<file path="src/rtl/pipeline_ctrl.sv">
// Stall/flush controller for the five-stage pipeline.
// Optional stall-cycle counter enabled by defining STALL_CNT_EN.
module pipeline_ctrl #(
  parameter int MC_TIMEOUT = 64,
  parameter int CNT_W      = 32
) (
  input  logic             clk,
  input  logic             rst,
  input  logic             stallreq_id,
  input  logic             ex_mc_start,
  input  logic             ex_mc_done,
  input  logic             mem_busy,
  input  logic             branch_taken,
  output logic [5:0]       stall,
  output logic             flush,
  output logic             mc_timeout,
  output logic [1:0]       ctrl_state,
  output logic [CNT_W-1:0] stall_cnt
);

  localparam int MCW = $clog2(MC_TIMEOUT) + 1;
  localparam logic [MCW-1:0] TO_LAST = MCW'(MC_TIMEOUT - 1);
  localparam logic [MCW-1:0] CNT_ONE = MCW'(1);

  typedef enum logic [1:0] {
    ST_RUN     = 2'd0,
    ST_MC_WAIT = 2'd1
  } state_e;

  state_e         state_q, state_d;
  logic [MCW-1:0] mc_cnt_q, mc_cnt_d;
  logic           pend_q, pend_d;

  logic       in_wait;
  logic       mc_active;
  logic       flush_req;
  logic       to_hit;
  logic [5:0] stall_c;
  logic       flush_c;

  always_comb begin
    in_wait   = (state_q == ST_MC_WAIT);
    mc_active = (in_wait || ((state_q == ST_RUN) && ex_mc_start))
                && !ex_mc_done;
    to_hit    = in_wait && (mc_cnt_q == TO_LAST) && !ex_mc_done;
    flush_req = branch_taken || pend_q;
    stall_c   = 6'b000000;
    flush_c   = 1'b0;
    if (mem_busy) begin
      stall_c = 6'b011111;
    end else if (mc_active) begin
      stall_c = 6'b001111;
    end else if (flush_req) begin
      flush_c = 1'b1;
    end else if (stallreq_id) begin
      stall_c = 6'b000111;
    end
  end

  always_comb begin
    state_d  = state_q;
    mc_cnt_d = mc_cnt_q;
    unique case (state_q)
      ST_RUN: begin
        if (ex_mc_start && !ex_mc_done) begin
          state_d  = ST_MC_WAIT;
          mc_cnt_d = CNT_ONE;
        end
      end
      ST_MC_WAIT: begin
        if (ex_mc_done || to_hit) begin
          state_d = ST_RUN;
        end else begin
          mc_cnt_d = mc_cnt_q + CNT_ONE;
        end
      end
      default: state_d = ST_RUN;
    endcase
  end

  // A taken branch hidden behind a stall is remembered until it can squash
  always_comb begin
    pend_d = pend_q;
    if (flush_c) begin
      pend_d = 1'b0;
    end else if (branch_taken && (mem_busy || mc_active)) begin
      pend_d = 1'b1;
    end
  end

  always_ff @(posedge clk) begin
    if (!rst) begin
      state_q  <= ST_RUN;
      mc_cnt_q <= '0;
      pend_q   <= 1'b0;
    end else begin
      state_q  <= state_d;
      mc_cnt_q <= mc_cnt_d;
      pend_q   <= pend_d;
    end
  end

  assign stall      = rst ? stall_c : 6'b000000;
  assign flush      = rst & flush_c;
  assign mc_timeout = rst & to_hit;
  assign ctrl_state = state_q;

`ifdef STALL_CNT_EN
  logic [CNT_W-1:0] stall_cnt_q, stall_cnt_d;

  always_comb begin
    stall_cnt_d = stall_cnt_q;
    if (stall_c[0] && (stall_cnt_q != {CNT_W{1'b1}})) begin
      stall_cnt_d = stall_cnt_q + {{(CNT_W-1){1'b0}}, 1'b1};
    end
  end

  always_ff @(posedge clk) begin
    if (!rst) begin
      stall_cnt_q <= '0;
    end else begin
      stall_cnt_q <= stall_cnt_d;
    end
  end

  assign stall_cnt = stall_cnt_q;
`else
  assign stall_cnt = '0;
`endif

endmodule
</file>
<file path="config.mk">
export PLATFORM = sky130hd
export DESIGN_NAME = pipeline_ctrl
export DESIGN_NICKNAME = d
export VERILOG_FILES = /design/src/rtl/pipeline_ctrl.sv
export SDC_FILE = /design/constraint.sdc
export NUM_CORES = 1
export LEC_CHECK = 0
export BUFFER_PORTS_ARGS = -buffer_cell sky130_fd_sc_hd__buf_2
export CORE_MARGIN = 10
export CORE_UTILIZATION = 44
export CTS_CLUSTER_SIZE = 14
export DETAILED_ROUTE_END_ITERATION = 8
export PLACE_DENSITY = 0.83
export SYNTH_ARGS = -nofsm -noshare
export SYNTH_HDL_FRONTEND = slang
export SYNTH_SLANG_ARGS = --single-unit
</file>
<file path="constraint.sdc">
create_clock -name clk -period 3.7 [get_ports clk]
set_input_delay 0.74 -clock clk [delete_from_list [all_inputs] [get_ports clk]]
set_output_delay 0.74 -clock clk [all_outputs]
set_load 0.01 [all_outputs]
</file>
; ---- Word level (Yosys, flattened, before mapping)
; Index checks and enable logic that the tools add are counted.
[word_totals]
word_cells = 42
reg_bits = 10
input_bits = 7
out_inout_bits = 42
[classes]
n_addsub = 1
mux = 14
n_eq_ne = 5
reduce_logical = 16
n_bitwise = 3
[op_table]
columns = operator, n
row1 = 7-bit 2-to-1 mux, 2
row2 = 7-bit one-hot mux with 2 select lines, 1
row3 = "7-bit by 1-bit adder with 7-bit output, second input constant", 1
row4 = "7-bit by 6-bit equality test with 1-bit output, second input constant", 1
row5 = 1-bit logical AND, 6
row6 = 3-bit 2-to-1 mux, 2
row7 = 6-bit 2-to-1 mux, 1
row8 = 5-bit 2-to-1 mux, 1
row9 = 1-bit logical OR, 4
row10 = 2-bit 2-to-1 mux, 2
row11 = 4-bit 2-to-1 mux, 1
row12 = "2-bit by 1-bit inequality test with 1-bit output, second input constant", 2
row13 = 2-bit one-hot mux with 2 select lines, 1
row14 = 1-bit 2-to-1 mux, 3
row15 = 3-bit AND reduction, 1
row16 = 1-bit AND, 2
row17 = "2-bit by 1-bit equality test with 1-bit output, second input constant", 1
row18 = 2-bit zero test, 1
row19 = "2-bit inequality test, second input constant", 1
row20 = 2-bit AND reduction, 1
row21 = 2-bit nonzero test, 1
row22 = 2-bit OR reduction, 1
row23 = 1-bit zero test, 1
row24 = 1-bit NOT, 1

; ---- Longest topological paths before layout
; Gate-level depths: netlist of run 1.
[depth]
ltp_word = 7
depth_mapped = 5

; ---- Least setup slack after synthesis of run 1
; OpenSTA, ideal clock, no wires.
[synth_path]
path_type = input -> output
startpoint = input ex_mc_done
endpoint = output stall[1]
path_slack_ns = 1.363
t_arrival_ns = 1.597
cell_stages = 5
t_required_ns = 2.960
n_path_buf = 2
cell_sequence = o21ba_2 > buf_6 > nor2_1 > a21oi_1 > buf_4
[synth_between]
elab_chain_cells = 5
[synth_rtl]
columns = element, line_no
row1 = start: declaration, 11  ; input logic ex_mc_done,
row2 = 1-bit zero test, 44  ; && !ex_mc_done;
row3 = 1-bit logical AND, 44
row4 = 4-bit 2-to-1 mux, 51  ; end else if (mc_active) begin
row5 = 5-bit 2-to-1 mux, 49  ; if (mem_busy) begin
row6 = 6-bit 2-to-1 mux, 103  ; assign stall = rst ? stall_c : 6'b000000;
row7 = end: declaration, 14  ; output logic [5:0] stall,
; Every way passes these cells.

; ---- Worst setup path in the final report of run 1
[layout_path]
startpoint = input ex_mc_done
endpoint = output stall[2]
; The elaborated chain is that of the path after synthesis.

==> flow_summary.json, run 1 <==
{
  "status": "completed",
  "crit_type": "in2out",
  "fin_crit_sh_pct": 65.5,
  "drc_errors": 0,
  "hold_violations": 0,
  "endpoint_kind": "output port",
  "vias": 562,
  "yosysTopAreaCell": "buf_4",
  "utilization_pct": 45.3,
  "grt_pass1_vias": 545,
  "clockBufferDepth": 2,
  "numCtsBuffers": 3,
  "cts.sinks": 9,
  "fp.dieArea_mm2": 0.00377,
  "fin_skew_ns": 0.00140,
  "ir_worst_vdd_mv": 0.142,
  "clk_latency_ns": 0.26,
  "first_pass_iters": 4,
  "slew_violations": 0,
  "netlist_area_um2": 754,
  "rows": 14,
  "netlist.area_leader.share_pct": 36.8,
  "cts_hold_buffers": 0,
  "drive_gt1_share_pct": 19.4,
  "syn_inst": 95,
  "setup_tns_ns": 0,
  "htree_levels": 1,
  "start_util_pct": 48.4,
  "dieWidth_um": 61.4,
  "hp-class": "reg2reg",
  "io_pins": 49,
  "ys_seq_area_share_pct": 23.9,
  "final_common_cell": "conb_1",
  "p_per_area_mw_per_mm2": 314,
  "gp_congestion": 0.830,
  "cts_tree": "yes",
  "detail_route.wirelength_um": 1600,
  "grt_pass1_wl_um": 2330,
  "yosysWarnings": 0,
  "crit_arrival_ns": 1.68,
  "holdPathStages": 2,
  "first_iter_violations": 24,
  "rrSetupSlack_ns": 2.23,
  "routed_via_density": 4.53,
  "port_buffers": 14,
  "grt_antenna_before_repair": 0,
  "timing.fmax_mhz": 413,
  "grt_max_degree": 9,
  "fp.coreArea_mm2": 0.00156,
  "clk_pin_slew_worst_paths_ns": 0.07,
  "area_growth_pct": -6.30,
  "avgSynthCellArea_um2": 7.94,
  "power_leakage_nw": 0.403,
  "synth-seq-cells": 9,
  "r2r_start": "mc_cnt_q[0]",
  "synth_area_leaders": "buf_4 (37%), dfxtp_1 (24%), nand3_1 (4.0%)",
  "worstPathRequired_ns": 2.96,
  "crit_start": "ex_mc_done",
  "mostFrequentLayoutCells": "conb_1 (34), buf_2 (14), dfxtp_1 (9)",
  "cts_setup_buffers": 0,
  "r2r_end": "mc_cnt_q[5]",
  "postRouteAntennaNets": 0,
  "cts_resized": 0,
  "grt_overflow_total": 0,
  "finalSetupViolCount": 0,
  "hpwl_um": 1360,
  "rsz0062_at_grt": "false",
  "root_buffer": "clkbuf_4",
  "maxCapViolCount": 0,
  "finalCriticalPeriod_ns": 2.42,
  "track_usage_pct": 8.24,
  "worst_hold_path.endpoint": "mc_cnt_q[6]",
  "die_h_um": 61.4,
  "ys_types": 26,
  "critPathMaxFanout": 8,
  "hold_start": "mc_cnt_q[6]",
  "num-nets-final": 117,
  "ff2ff_path_depth": 5,
  "antennaDiodeCount": 0,
  "startpoint_type": "input pin",
  "wl_per_cell_um": 12.9
}
## metrics by stage
stage	cell area, um2	worst slack, ns	std cells	hold slack (ns)	total power [mW]
CTS	707	1.29	124	0.449	0.222
global route	707	1.21	124	0.472	0.237
detailed placement	679	1.30	120	0.437	0.144
floorplan	878	1.36	128	0.411	0.163
global placement	679	1.35	120	0.432	0.144
finish	707	1.28	124	0.452	0.222
## final cells by class
cell class                 count  area, um2
timing repair buffer          14       70.1
fill                         164        852
multi-input combinational     79        402
clock buffer                   3       22.5
sequential                     9        180
tap                           16       20.0
inverter                       2       7.51
clock inverter                 1       5.00
## Yosys cell counts
library cell	n
nor4_1	1
ha_1	1
buf_6	1
nand4b_2	1
buf_4	37
nand2_1	3
or3_1	1
and3_1	2
inv_1	2
o211a_1	1
nand3_1	6
a21oi_1	5
and4_1	1
o21ai_0	3
o21ai_4	1
conb_1	1
o211ai_1	1
a41oi_1	1
nor2b_1	1
xor2_1	1
o21ba_2	1
a21o_1	1
nor3_1	4
and2_1	1
dfxtp_1	9
nor2_1	8
## worst max-delay path by stage
stage	endpoint	slack [ns]	depth (start not counted)
floorplan	stall[1]	1.36	5
global placement	stall[0]	1.35	5
detailed placement	stall[2]	1.30	5
CTS	stall[2]	1.29	5
global route	stall[2]	1.21	5
finish	stall[2]	1.28	5
## state kept, by name (all words and copies together) (netlist names)
register,count
ctrl_state,1
pend_q,1
mc_cnt_q,7
## worst max-delay path, stage by stage
cell and delay [ns]:
buf_2 0.11, o21ba_2 0.35, nor2_1 0.10, a21oi_1 0.20, buf_2 0.18
## power breakdown
group / total, mW / internal, mW / switching (mW)
registers: 0.101 / 0.0990 / 0.00239
logic: 0.0428 / 0.0105 / 0.0323
clock network: 0.0774 / 0.0399 / 0.0374
total: 0.222 / 0.149 / 0.0721
## kinds of logic (layout without fill, tap and decap cells)
| kind of cell | after synthesis | after routing | share of synthesized area, % |
|---|---|---|---|
| buffers and inverters | 40 | 20 | 39.3 |
| and+or+nand+nor | 29 | 29 | 20.2 |
| AOI/OAI and AO/OA | 14 | 14 | 13.3 |
| DFF | 9 | 9 | 23.9 |
| adders and majority gates | 1 | 1 | 1.66 |
| other | 1 | 34 | 0.497 |
| xor gates and xnor gates | 1 | 1 | 1.16 |
## metal layers
| layer | track usage, % | vias up | share of wire [%] |
|---|---|---|---|
| met5 | 0 | - | 0 |
| met4 | 4.78 | 0 | 0.063 |
| met3 | 3.70 | 2 | 15 |
| met2 | 13.9 | 40 | 48 |
| met1 | 8.29 | 245 | 37 |
| li1 | - | 275 | - |
Note: power is estimated with default switching activity, not from simulation.
==> inputs of run 2 (changes only) <==
CORE_ASPECT_RATIO = 1.4   (was unset)
CORE_UTILIZATION = 37   (was 44)
PLACE_DENSITY = 0.74   (was 0.83)
clock period = 1.96 ns   (was 3.7 ns; I/O delays follow)
==> run 2 against run 1 <==
  * Total power is 92% higher
  * Worst hold slack worse by 0.035 ns
  * Critical endpoint is now mc_timeout
  * Largest power group unchanged
  * Routed wire length is 4.0% higher
  * Clock-buffer cell count is 1 higher
==> flow_summary.json, run 2 (synthesis gave the netlist of run 1 again) <==
{
  "power_leakage_nw": 0.405,
  "worstPathRequired_ns": 1.57,
  "grt_antenna_before_repair": 0,
  "area_growth_pct": -3.81,
  "rows": 19,
  "dp_slack_ns": 0.276,
  "grt_max_degree": 9,
  "start_util_pct": 38.7,
  "final_common_cell": "conb_1",
  "cts_resized": 0,
  "hpwl_um": 1360,
  "die_h_um": 73.4,
  "num-nets-final": 118,
  "rrSetupSlack_ns": 0.49,
  "fp.coreArea_mm2": 0.00195,
  "ir_worst_vdd_mv": 0.291,
  "port_buffers": 14,
  "largest_register_ffs": 7,
  "rsz0062_at_grt": "false",
  "cts_hold_buffers": 0,
  "highest_layer": "met4",
  "drc_errors": 0,
  "fp.dieArea_mm2": 0.00427,
  "dieWidth_um": 58.2,
  "timing.fmax_mhz": 532,
  "clk_latency_ns": 0.26,
  "antennaDiodeCount": 0,
  "finalSetupViolCount": 0,
  "clockBufferDepth": 2,
  "critPathMaxFanout": 5,
  "wl_met1_um": 555,
  "detail_route.wirelength_um": 1660,
  "fin_crit_sh_pct": 95.9,
  "whs_ns": 0.416,
  "grt_overflow_total": 0,
  "maxCapViolCount": 0,
  "finalCriticalPeriod_ns": 1.88,
  "routed_via_density": 4.46,
  "fill_cells": 215,
  "dr_wl_met2_um": 791,
  "slew_violations": 0,
  "crit_arrival_ns": 1.49,
  "crit_type": "reg2out",
  "route.met3.wl_um": 281,
  "htree_levels": 1,
  "grt_pass1_wl_um": 2570,
  "fin_skew_ns": 0.000853,
  "hold_violations": 0,
  "worst_slack_ns": 0.0807,
  "first_iter_violations": 12,
  "wl_per_cell_um": 12.8,
  "postRouteAntennaNets": 0,
  "p_per_area_mw_per_mm2": 586,
  "cts.sinks": 9,
  "grt_pass1_vias": 611,
  "startpoint_type": "register",
  "io_pins": 49,
  "drive_gt1_share_pct": 21.1,
  "hp-class": "in2reg",
  "setup_tns_ns": 0,
  "clk_pin_slew_worst_paths_ns": 0.07,
  "status": "completed",
  "cts_setup_buffers": 0,
  "largest-register": "mc_cnt_q",
  "track_usage_pct": 7.32,
  "utilization_pct": 37.2,
  "first_pass_iters": 4,
  "root_buffer": "clkbuf_4",
  "cts_tree": "yes",
  "mostFrequentLayoutCells": "conb_1 (34), buf_2 (14), nor2_1 (8), dfxtp_1 (8)",
  "vias": 580,
  "numCtsBuffers": 3,
  "endpoint_kind": "output port",
  "gp_congestion": 0.932
}
-- run 2: cell types whose count changed in the layout (fill, tap and decap cells not counted), sizes merged --
| cell | delta |
|---|---|
| buf | +1 |
| clkbuf | +1 |
| clkinv | -1 |
-- run 2: stage by stage --
stage / cell area, um2 / instances / power, mW
after CTS: 719 / 130 / 0.426
after detailed placement: 693 / 126 / 0.273
after floorplan: 878 / 128 / 0.308
after global placement: 693 / 126 / 0.272
final: 726 / 130 / 0.425
after global routing: 726 / 130 / 0.453
-- run 2: where the power goes --
group          leakage [nW]  internal [mW]  switching (mW)  total (mW)
Clock                0.0150         0.0787          0.0744       0.153
Sequential           0.0735          0.187         0.00503       0.192
Combinational         0.316         0.0199          0.0603      0.0802
Total                 0.405          0.286           0.140       0.425
-- run 2: worst paths after layout --
check / to / start / cells after the start
hold / removal: pend_q / mem_busy / 3
setup / recovery: mc_timeout / mc_cnt_q[0] / 4
setup reg to reg: mc_cnt_q[3] / mc_cnt_q[0] / 5
hold reg to reg: mc_cnt_q[6] / mc_cnt_q[6] / 2
-- run 2: critical path: stages, from the launching register on --
cell	delay, ns
dfxtp_1	0.41
ha_1	0.29
nand3_2	0.17
nor4_1	0.18
buf_2	0.17
-- run 2: cell type report --
cell class / instances / area (um2) / share of cell area (%)
multi-input cells: 79 / 407 / 56.0
inverters: 2 / 7.51 / 1.03
flip-flops and latches: 9 / 181 / 25.0
well taps: 21 / 26.3 / 3.62
clock buffers: 4 / 26.3 / 3.62
repair buffers: 15 / 77.6 / 10.7
-- run 2: metal layers --
layer | up-vias | GRT usage (%)
li1 | 277 | -
met1 | 258 | 5.69
met3 | 6 | 5.00
met2 | 39 | 12.4
met4 | 0 | 5.50
met5 | - | 0
